<file path="config.mk">
export PLATFORM = sky130hd
export DESIGN_NAME = selsplit_2_drv
export DESIGN_NICKNAME = d
export VERILOG_FILES = /design/src/rtl/selsplit_2_drv.sv
export SDC_FILE = /design/constraint.sdc
export NUM_CORES = 1
export LEC_CHECK = 0
export BUFFER_PORTS_ARGS = -buffer_cell sky130_fd_sc_hd__buf_4
export CAP_MARGIN = 40
export CORE_ASPECT_RATIO = 0.5
export CORE_UTILIZATION = 47
export DETAILED_ROUTE_END_ITERATION = 12
export GPL_TIMING_DRIVEN = 1
export PLACE_DENSITY_LB_ADDON = 0.25
export SYNTH_ARGS = -nofsm -noshare
export SYNTH_HDL_FRONTEND = slang
export SYNTH_SLANG_ARGS = --single-unit
</file>
<file path="constraint.sdc">
create_clock -name clk -period 1.72 [get_ports clk]
set_input_delay 0.344 -clock clk [delete_from_list [all_inputs] [get_ports clk]]
set_output_delay 0.344 -clock clk [all_outputs]
set_load 0.1 [all_outputs]
</file>
<file path="src/rtl/selsplit_2_drv.sv">
// Clocked driver into a 2-way self-timed split: one word in flight, drive pulse out, free pulse back.
// Latency: data/valid one cycle after accept, drive after SETUP_CYCLES, idle 2-3 cycles after free.
// Backpressure: s_ready only in IDLE. Optional watchdog: SELSPLIT_2_DRV_TIMEOUT_EN.
module selsplit_2_drv #(
  parameter int DATA_WIDTH     = 32,
  parameter int SETUP_CYCLES   = 1,
  parameter int DRIVE_CYCLES   = 2,
  parameter int TIMEOUT_CYCLES = 1024
) (
  input  logic                  clk,
  input  logic                  rst,
  input  logic                  s_valid,
  output logic                  s_ready,
  input  logic [DATA_WIDTH-1:0] s_data,
  input  logic [1:0]            s_dest,
  output logic                  o_drive,
  output logic                  o_valid0,
  output logic                  o_valid1,
  output logic [DATA_WIDTH-1:0] o_data,
  input  logic                  i_free,
  output logic                  o_busy,
  output logic [15:0]           o_txn_cnt,
  output logic                  o_err_spurious
`ifdef SELSPLIT_2_DRV_TIMEOUT_EN
  , output logic                o_timeout
`endif
);

  typedef enum logic [1:0] {IDLE, SETUP, DRIVE, WAIT_FREE} state_t;

  state_t      state;
  logic [15:0] phaseCnt;
  logic        freeMeta, freeSync, freeDly, freePend;
  logic        freeEvt;
  logic        accept;

  assign freeEvt = freeSync & ~freeDly;
  assign s_ready = (state == IDLE);
  assign accept  = s_valid & s_ready;
  assign o_busy  = (state != IDLE);

  // i_free comes from the self-timed domain
  always_ff @(posedge clk) begin
    if (rst) begin
      freeMeta <= 1'b0;
      freeSync <= 1'b0;
      freeDly  <= 1'b0;
    end else begin
      freeMeta <= i_free;
      freeSync <= freeMeta;
      freeDly  <= freeSync;
    end
  end

  always_ff @(posedge clk) begin
    if (rst) begin
      state          <= IDLE;
      phaseCnt       <= 16'd0;
      freePend       <= 1'b0;
      o_drive        <= 1'b0;
      o_valid0       <= 1'b0;
      o_valid1       <= 1'b0;
      o_data         <= '0;
      o_txn_cnt      <= 16'd0;
      o_err_spurious <= 1'b0;
`ifdef SELSPLIT_2_DRV_TIMEOUT_EN
      o_timeout      <= 1'b0;
`endif
    end else begin
      case (state)
        IDLE: begin
          if (freeEvt) o_err_spurious <= 1'b1;
          // an all-zero mask is consumed without touching the split stage
          if (accept && s_dest != 2'b00) begin
            o_data   <= s_data;
            o_valid0 <= s_dest[0];
            o_valid1 <= s_dest[1];
            phaseCnt <= 16'd0;
            state    <= SETUP;
          end
        end
        SETUP: begin
          if (freeEvt) o_err_spurious <= 1'b1;
          if (phaseCnt == 16'(SETUP_CYCLES - 1)) begin
            phaseCnt <= 16'd0;
            o_drive  <= 1'b1;
            state    <= DRIVE;
          end else begin
            phaseCnt <= phaseCnt + 16'd1;
          end
        end
        DRIVE: begin
          // a fast split stage can answer before the drive pulse ends
          if (freeEvt) begin
            if (freePend) o_err_spurious <= 1'b1;
            freePend <= 1'b1;
          end
          if (phaseCnt == 16'(DRIVE_CYCLES - 1)) begin
            phaseCnt <= 16'd0;
            o_drive  <= 1'b0;
            state    <= WAIT_FREE;
          end else begin
            phaseCnt <= phaseCnt + 16'd1;
          end
        end
        WAIT_FREE: begin
          if (freeEvt && freePend) o_err_spurious <= 1'b1;
          if (freeEvt || freePend) begin
            o_txn_cnt <= o_txn_cnt + 16'd1;
            freePend  <= 1'b0;
            o_valid0  <= 1'b0;
            o_valid1  <= 1'b0;
            state     <= IDLE;
          end
`ifdef SELSPLIT_2_DRV_TIMEOUT_EN
          else if (phaseCnt == 16'(TIMEOUT_CYCLES - 1)) begin
            o_timeout <= 1'b1;
            o_valid0  <= 1'b0;
            o_valid1  <= 1'b0;
            state     <= IDLE;
          end else begin
            phaseCnt <= phaseCnt + 16'd1;
          end
`endif
        end
        default: state <= IDLE;
      endcase
    end
  end

endmodule

</file>
==> metrics.md, run 1 <==
| Metric | Value |
|---|---|
| Largest delay share family, worst path | `simple AND/OR/NAND/NOR gates` |
| DR iter-0 viols | `between 150 and 200` |
| Prevailing post-synth register cell | `dfxtp_1` |
| Total leakage power | `1.88 nW` |
| Die Y | `between 60 and 70 um` |
| N_diodes | `0` |
| Power per cell area | `approximately 1500 nW/um^2` |
| Final setup violation count | `7` |
| Yosys warning count | `0` |
| Initial antenna violation count | `0` |
| Yosys cell types | `52` |
| CP Max Fanout | `4` |
| GPL Wtd Cong | `0.874` |
| Hold EP | `freeMeta$_SDFF_PP0_` |
| Area after DPL | `about 4300 sq um` |
| WP buf/inv | `2` |
| Max-cap viol count | `0` |
| Failing checks | `setup timing` |
| R2R Path Start | `phaseCnt[8]$_SDFFE_PP0P_` |
| Root Driver | `clkbuf_16` |
| R2r setup slk | `-30 ps` |
| Post-route cell area | `slightly below 5000 sq um` |
| Vias per inst | `~5.3` |
| Post-Syn Instances | `~400` |
| Post-Syn Area per Cell | `just over 8 sq um` |
| Share of cells above drive strength 1 | `0.367` |
| Crit path kind | `reg2reg` |
| Die width | `roughly 120 um` |
| Total die area | `approximately 7400 sq um` |
| WL final | `approximately 8800 um` |
| Buffers on Ports | `91` |
| Netlist Area Pre-Place | `approximately 3300 sq um` |
| Global route overflow | `0` |
| Gr usage total | `0.229` |
| Fmax achieved | `approximately 570 MHz` |
| Via count | `about 3,300` |
| Type of the worst min-delay path | `in2reg` |
| Slowest-stage cell, CP | `nor4_1` |
| Clk buf depth | `2` |
| Dominant cells by area after synthesis | `dfxtp_1 45%, nand2_1 11%, a21oi_1 6.8%` |
| Initial core utilization | `0.491` |
| Largest area contributor in the netlist | `dfxtp_1` |
| Largest net degree at the start of global routing | `between 60 and 70` |
| Commonest non-fill, non-tap cells in the layout | `116 x buf_4, 93 x nand2_1, 53 x dfxtp_1` |
| Post-synthesis compound-gate area fraction | `0.167` |
| DRC | `0` |
| Setup ws final | `-28.9 ps` |
| Crit-path cells | `nor4_1, and4_2, o2bb2ai_4, buf_4, buf_4, a22oi_2, o31ai_1` |
| Syn Nets | `about 460` |
| TritonCTS clock tree | `yes` |
| Final Hold Slack | `roughly 240 ps` |
| R2R cell count | `7` |
| Adder-Cell Fraction of Synth Area | `0.0303` |
| Post-layout min period | `1750 ps` |
| First-pass GRT wire length | `13,100 um` |
| Largest family of logic cells by synthesized area | `simple AND/OR/NAND/NOR gates` |
| ANT nets after route | `0` |
| Simple-Gate Fraction of Synth Area | `0.268` |
| # nets final | `569` |
| CTS H-tree depth | `3` |
| Fin util | `0.718` |
| Hold path startpoint | `i_free` |
| Total CTS buffers | `9` |
| Skew final | `between 4 and 5 ps` |
| Fin crit share | `1.02` |
| Endpoints failing hold | `0` |
| Worst Tran Pin Value | `437 ps` |
| Fin cells | `620` |
| WHS Path Cells | `2` |
| Core Box Area | `around 6700 sq um` |
| CP dominant cell by count | `buf_4` |
| RSZ-0062 raised after global routing | `yes` |
| WP data arrival | `between 1500 and 2000 ps` |
| Top Ports | `between 90 and 100` |
| Hpwl dp | `between 5000 and 6000 um` |
| DP Worst Slack | `-39.1 ps` |
| Most common cell after layout, fill and taps aside | `buf_4` |
| Critical Path End Type | `register` |
| Tot Pwr | `a little over 7 mW` |
| Drt pass-1 iters | `5` |
| Syn-to-layout area delta | `46.3%` |
| Sequential area share after synthesis | `0.448` |
| Slowest Stage Delay on Critical Path | `between 300 and 400 ps` |
| Hold Buf Count CTS | `0` |
| Synth top area share | `0.448` |
| Flops & latches, synth | `74` |
| Mux contribution to synthesized area | `0.0121` |
| Asr flop ratio synth | `0` |
| Clock Latency Late Sink | `roughly 330 ps` |
| Fin Setup TNS | `-61.5 ps` |
| Wire per inst | `between 10 and 15 um` |
| Critical Path Start Type | `register` |
| Sink Count | `74` |
| Vias in the first global route | `~2,900` |
| CP required | `1930 ps` |
| Filler cells | `roughly 550` |
| Cell Rows | `21` |
| XOR/XNOR Fraction of Synth Area | `0.0265` |
| Final Slew Violations | `0` |
| R2R Path End | `phaseCnt[15]$_SDFFE_PP0P_` |
| Slew headroom | `0.707` |
| Post-synth EDFFs | `0` |
| IR drop worst, VDD | `0.828 mV` |
| Status | `complete, but fails checks` |
| Placed cells | `600` |
| Clock transition at path regs | `approximately 60 ps` |
## what timing repair did
action,in CTS,in global routing
buffers inserted,0,3
cloned,0,1
pin swaps,0,9
hold endpoints to repair,0,0
resized for setup,12,40
setup endpoints to repair,9,25
## Yosys cell counts, types with 3 or more instances
master	n
xor2_1	5
a21oi_1	45
nand3_1	16
mux2i_1	4
o311ai_0	4
xnor2_1	5
nor4_1	10
nor2b_1	7
o31ai_1	3
dfxtp_1	74
nand4_1	9
nand2_1	93
clkbuf_1	16
ha_1	8
inv_1	17
and3_1	5
a31oi_1	3
o21ai_0	9
nor2_1	27
o32ai_1	3
or3_1	8
## report_power, final
| part | switching [mW] | internal, mW |
|---|---|---|
| logic | 2.25 | 0.953 |
| registers | 0.130 | 1.90 |
| clock network | 0.695 | 1.15 |
## registers in the layout (all words and copies together) (netlist names), 2 cells and up
signal	flops
state	2
o_txn_cnt	16
o_data	32
phaseCnt	16
## layout make-up
class                      instances  area (sq um)  share of cell area
clock buffer                      14           285              0.0590
clock inverter                     2          16.3             0.00337
inverter                          17          75.1              0.0155
multi-input combinational        298          1850               0.382
sequential                        74          1530               0.316
tap                               92           115              0.0238
timing repair buffer             123           967               0.200
## worst max path at each step
stage                                          from                   endpoint  slack [ps]  cells after the start
final                      phaseCnt[8]$_SDFFE_PP0P_  phaseCnt[15]$_SDFFE_PP0P_         -30                      7
after global routing       phaseCnt[8]$_SDFFE_PP0P_  phaseCnt[15]$_SDFFE_PP0P_        -110                      7
after CTS                     state[1]$_SDFFE_PP0P_   phaseCnt[4]$_SDFFE_PP0P_         0.6                      7
after detailed placement      state[0]$_SDFFE_PP0P_  phaseCnt[10]$_SDFFE_PP0P_         -40                      8
after global placement    phaseCnt[12]$_SDFFE_PP0P_  phaseCnt[13]$_SDFFE_PP0P_          20                      5
after floorplan               state[1]$_SDFFE_PP0P_    o_data[21]$_SDFFE_PP0P_        -510                      8
## logic make-up (layout without fill, tap and decap cells)
kind of cell             count (synthesis)  in the layout
AND/OR/NAND/NOR                        190            190
buffers and inverters                   38            156
adder cells (fa/ha/maj)                  8              8
multiplexers                             4              4
XOR/XNOR                                10             10
AO/OA/AOI/OAI                           86             86
flip-flops                              74             74
## routing by layer
metal	global-route usage	vias up	routed length [um]	share of wire
li1	-	1653	-	-
met1	0.276	1491	3970	0.45
met2	0.392	125	4020	0.46
met3	0.0694	21	587	0.067
met4	0.0988	0	191	0.022
met5	0	-	0	0
(Power assumes the default switching activity.)
==> run 2, diff against run 1 <==
--- a/config.mk
+++ b/config.mk
@@ -12,6 +12,7 @@
 export DETAILED_ROUTE_END_ITERATION = 12
 export GPL_TIMING_DRIVEN = 1
 export PLACE_DENSITY_LB_ADDON = 0.25
+export SETUP_SLACK_MARGIN = 0.15
 export SYNTH_ARGS = -nofsm -noshare
 export SYNTH_HDL_FRONTEND = slang
 export SYNTH_SLANG_ARGS = --single-unit
==> metrics.md, run 2 (synthesis results as in run 1) <==
| Metric | Value |
|---|---|
| Critical Path End Type | `register` |
| Top Registers | `o_data x32, o_txn_cnt x16, phaseCnt x16` |
| Hpwl dp | `approximately 5700 um` |
| WHS Path Cells | `2` |
| Root Driver | `clkbuf_16` |
| Max reg flops | `32` |
| Top Ports | `slightly above 90` |
| Wire per inst | `between 15 and 20 um` |
| Core Box Area | `between 6000 and 7000 sq um` |
| Final Slew Violations | `0` |
| R2R cell count | `7` |
| CP Max Fanout | `5` |
| # nets final | `between 500 and 600` |
| Slew headroom | `0.654` |
| Vias per inst | `roughly 5.5` |
| DRC | `0` |
| Commonest non-fill, non-tap cells in the layout | `114 x buf_4, 88 x nand2_1, 49 x dfxtp_1` |
| Vias in the first global route | `between 2,000 and 3,000` |
| Hold EP | `freeMeta$_SDFF_PP0_` |
| CP required | `between 1500 and 2000 ps` |
| Hold path startpoint | `i_free` |
| Drt pass-1 iters | `5` |
| Clk buf depth | `2` |
| Clock transition at path regs | `~50 ps` |
| Slowest Stage Delay on Critical Path | `approximately 470 ps` |
| Setup ws final | `around 17 ps` |
| ANT nets after route | `0` |
| GPL Wtd Cong | `~0.85` |
| Syn-to-layout area delta | `54.3%` |
| Global route overflow | `0` |
| WP buf/inv | `2` |
| First-pass GRT wire length | `13,100 um` |
| Pint | `a little over 4 mW` |
| DP Worst Slack | `-10.4 ps` |
| Die width | `between 100 and 150 um` |
| DR iter-0 viols | `about 160` |
| R2R Path Start | `state[1]$_SDFFE_PP0P_` |
| Total leakage power | `slightly below 2 nW` |
| R2r setup slk | `between 15 and 20 ps` |
| Gr usage total | `0.230` |
| CTS H-tree depth | `3` |
| Reg with most FFs | `o_data` |
| Post-route cell area | `between 5000 and 6000 sq um` |
| Skew final | `~5.6 ps` |
| Share of cells above drive strength 1 | `0.427` |
| Filler cells | `between 400 and 500` |
| Max-cap viol count | `0` |
| Status | `completed` |
| CP dominant cell by count | `inv_4` |
| TritonCTS clock tree | `yes` |
| Via count | `approximately 3,400` |
| Fin util | `0.758` |
| Critical Path Start Type | `register` |
| Final setup violation count | `0` |
| Slowest-stage cell, CP | `or4_1` |
| Power per cell area | `around 1400 nW/um^2` |
| Fmax achieved | `roughly 590 MHz` |
| Area after DPL | `roughly 4300 sq um` |
| Post-layout min period | `1700 ps` |
| Clock Latency Late Sink | `330 ps` |
| Endpoints failing hold | `0` |
| RSZ-0062 raised after global routing | `yes` |
| Die Y | `slightly above 60 um` |
| Buffers on Ports | `91` |
| Hold Buf Count CTS | `0` |
| NetSw | `3.23 mW` |
| Sw Ratio | `0.443` |
| Sink Count | `74` |
| Gate power share | `0.481` |
| WP data arrival | `1950 ps` |
| Cell Rows | `21` |
| Most common cell after layout, fill and taps aside | `buf_4` |
| Register share of total power | `0.277` |
| Clock Power Share | `0.242` |
| Largest net degree at the start of global routing | `62` |
| Initial core utilization | `0.491` |
| R2R Path End | `phaseCnt[4]$_SDFFE_PP0P_` |
| Type of the worst min-delay path | `in2reg` |
| N_diodes | `0` |
| Worst Tran Pin Value | `about 520 ps` |
| Total CTS buffers | `9` |
| Total die area | `about 7400 sq um` |
| WL final | `around 10000 um` |
| IR drop worst, VDD | `a little over 0.9 mV` |
| Fin crit share | `0.990` |
| Crit-path cells | `inv_4, ha_4, inv_4, o22ai_4, a2bb2oi_2, or4_1, a31oi_1` |
| Crit path kind | `reg2reg` |
| Tot Pwr | `7.28 mW` |
| Largest delay share family, worst path | `compound AO/OA/AOI/OAI gates` |
| Initial antenna violation count | `0` |
-- run 2: cell count changes in the layout (fill, tap and decap cells not counted), sizes merged --
cell and change:
clkinv +3, buf +1, clkbuf -1, or2 +1
-- run 2: worst max-delay path by stage --
stage | start | to | cells past startpoint
floorplan | state[1]$_SDFFE_PP0P_ | o_data[21]$_SDFFE_PP0P_ | 8
detailed placement | state[0]$_SDFFE_PP0P_ | phaseCnt[14]$_SDFFE_PP0P_ | 7
CTS | state[0]$_SDFFE_PP0P_ | phaseCnt[4]$_SDFFE_PP0P_ | 6
global route | phaseCnt[8]$_SDFFE_PP0P_ | state[0]$_SDFFE_PP0P_ | 6
global placement | state[1]$_SDFFE_PP0P_ | phaseCnt[4]$_SDFFE_PP0P_ | 7
finish | state[1]$_SDFFE_PP0P_ | phaseCnt[4]$_SDFFE_PP0P_ | 7
-- run 2: power by group through the flow --
stage          Clock, mW  Combinational, mW  Sequential (mW)
2_1_floorplan          0               1.21             3.11
3_3_place_gp           0               2.90             2.01
3_5_place_dp           0               2.91             2.02
4_1_cts             1.81               3.13             2.01
5_1_grt             1.87               3.64             2.03
6_report            1.76               3.50             2.02
-- run 2: metrics by stage --
step / setup TNS, ps / instances / hold WS (ps)
after floorplan: -16250 / 410 / 414
after global placement: 0 / 598 / 439
after detailed placement: -15.6 / 598 / 444
after CTS: 0 / 616 / 215
after global routing: -61.6 / 624 / 233
final: 0 / 624 / 224
-- run 2: cell type report --
| class | count | area (sq um) | share of cell area |
|---|---|---|---|
| tap | 92 | 115 | 0.0226 |
| timing repair buffer | 126 | 1040 | 0.205 |
| multi-input combinational | 299 | 2020 | 0.395 |
| clock buffer | 11 | 254 | 0.0498 |
| sequential | 74 | 1560 | 0.306 |
| clock inverter | 5 | 35.0 | 0.00687 |
| inverter | 17 | 75.1 | 0.0147 |
-- run 2: routing by layer --
metal | GRT usage | routed length, um | vias up
met5 | 0 | 0 | -
met1 | 0.281 | 4170 | 1612
met2 | 0.382 | 4700 | 119
met4 | 0.0899 | 172 | 0
li1 | - | - | 1671
met3 | 0.0833 | 674 | 15
-- run 2: timing repair --
action / in CTS / in global routing
setup buffers: 2 / 5
gates cloned: 0 / 3
pin swaps: 8 / 35
gates resized for setup: 43 / 50
endpoints found under the setup margin: 24 / 60
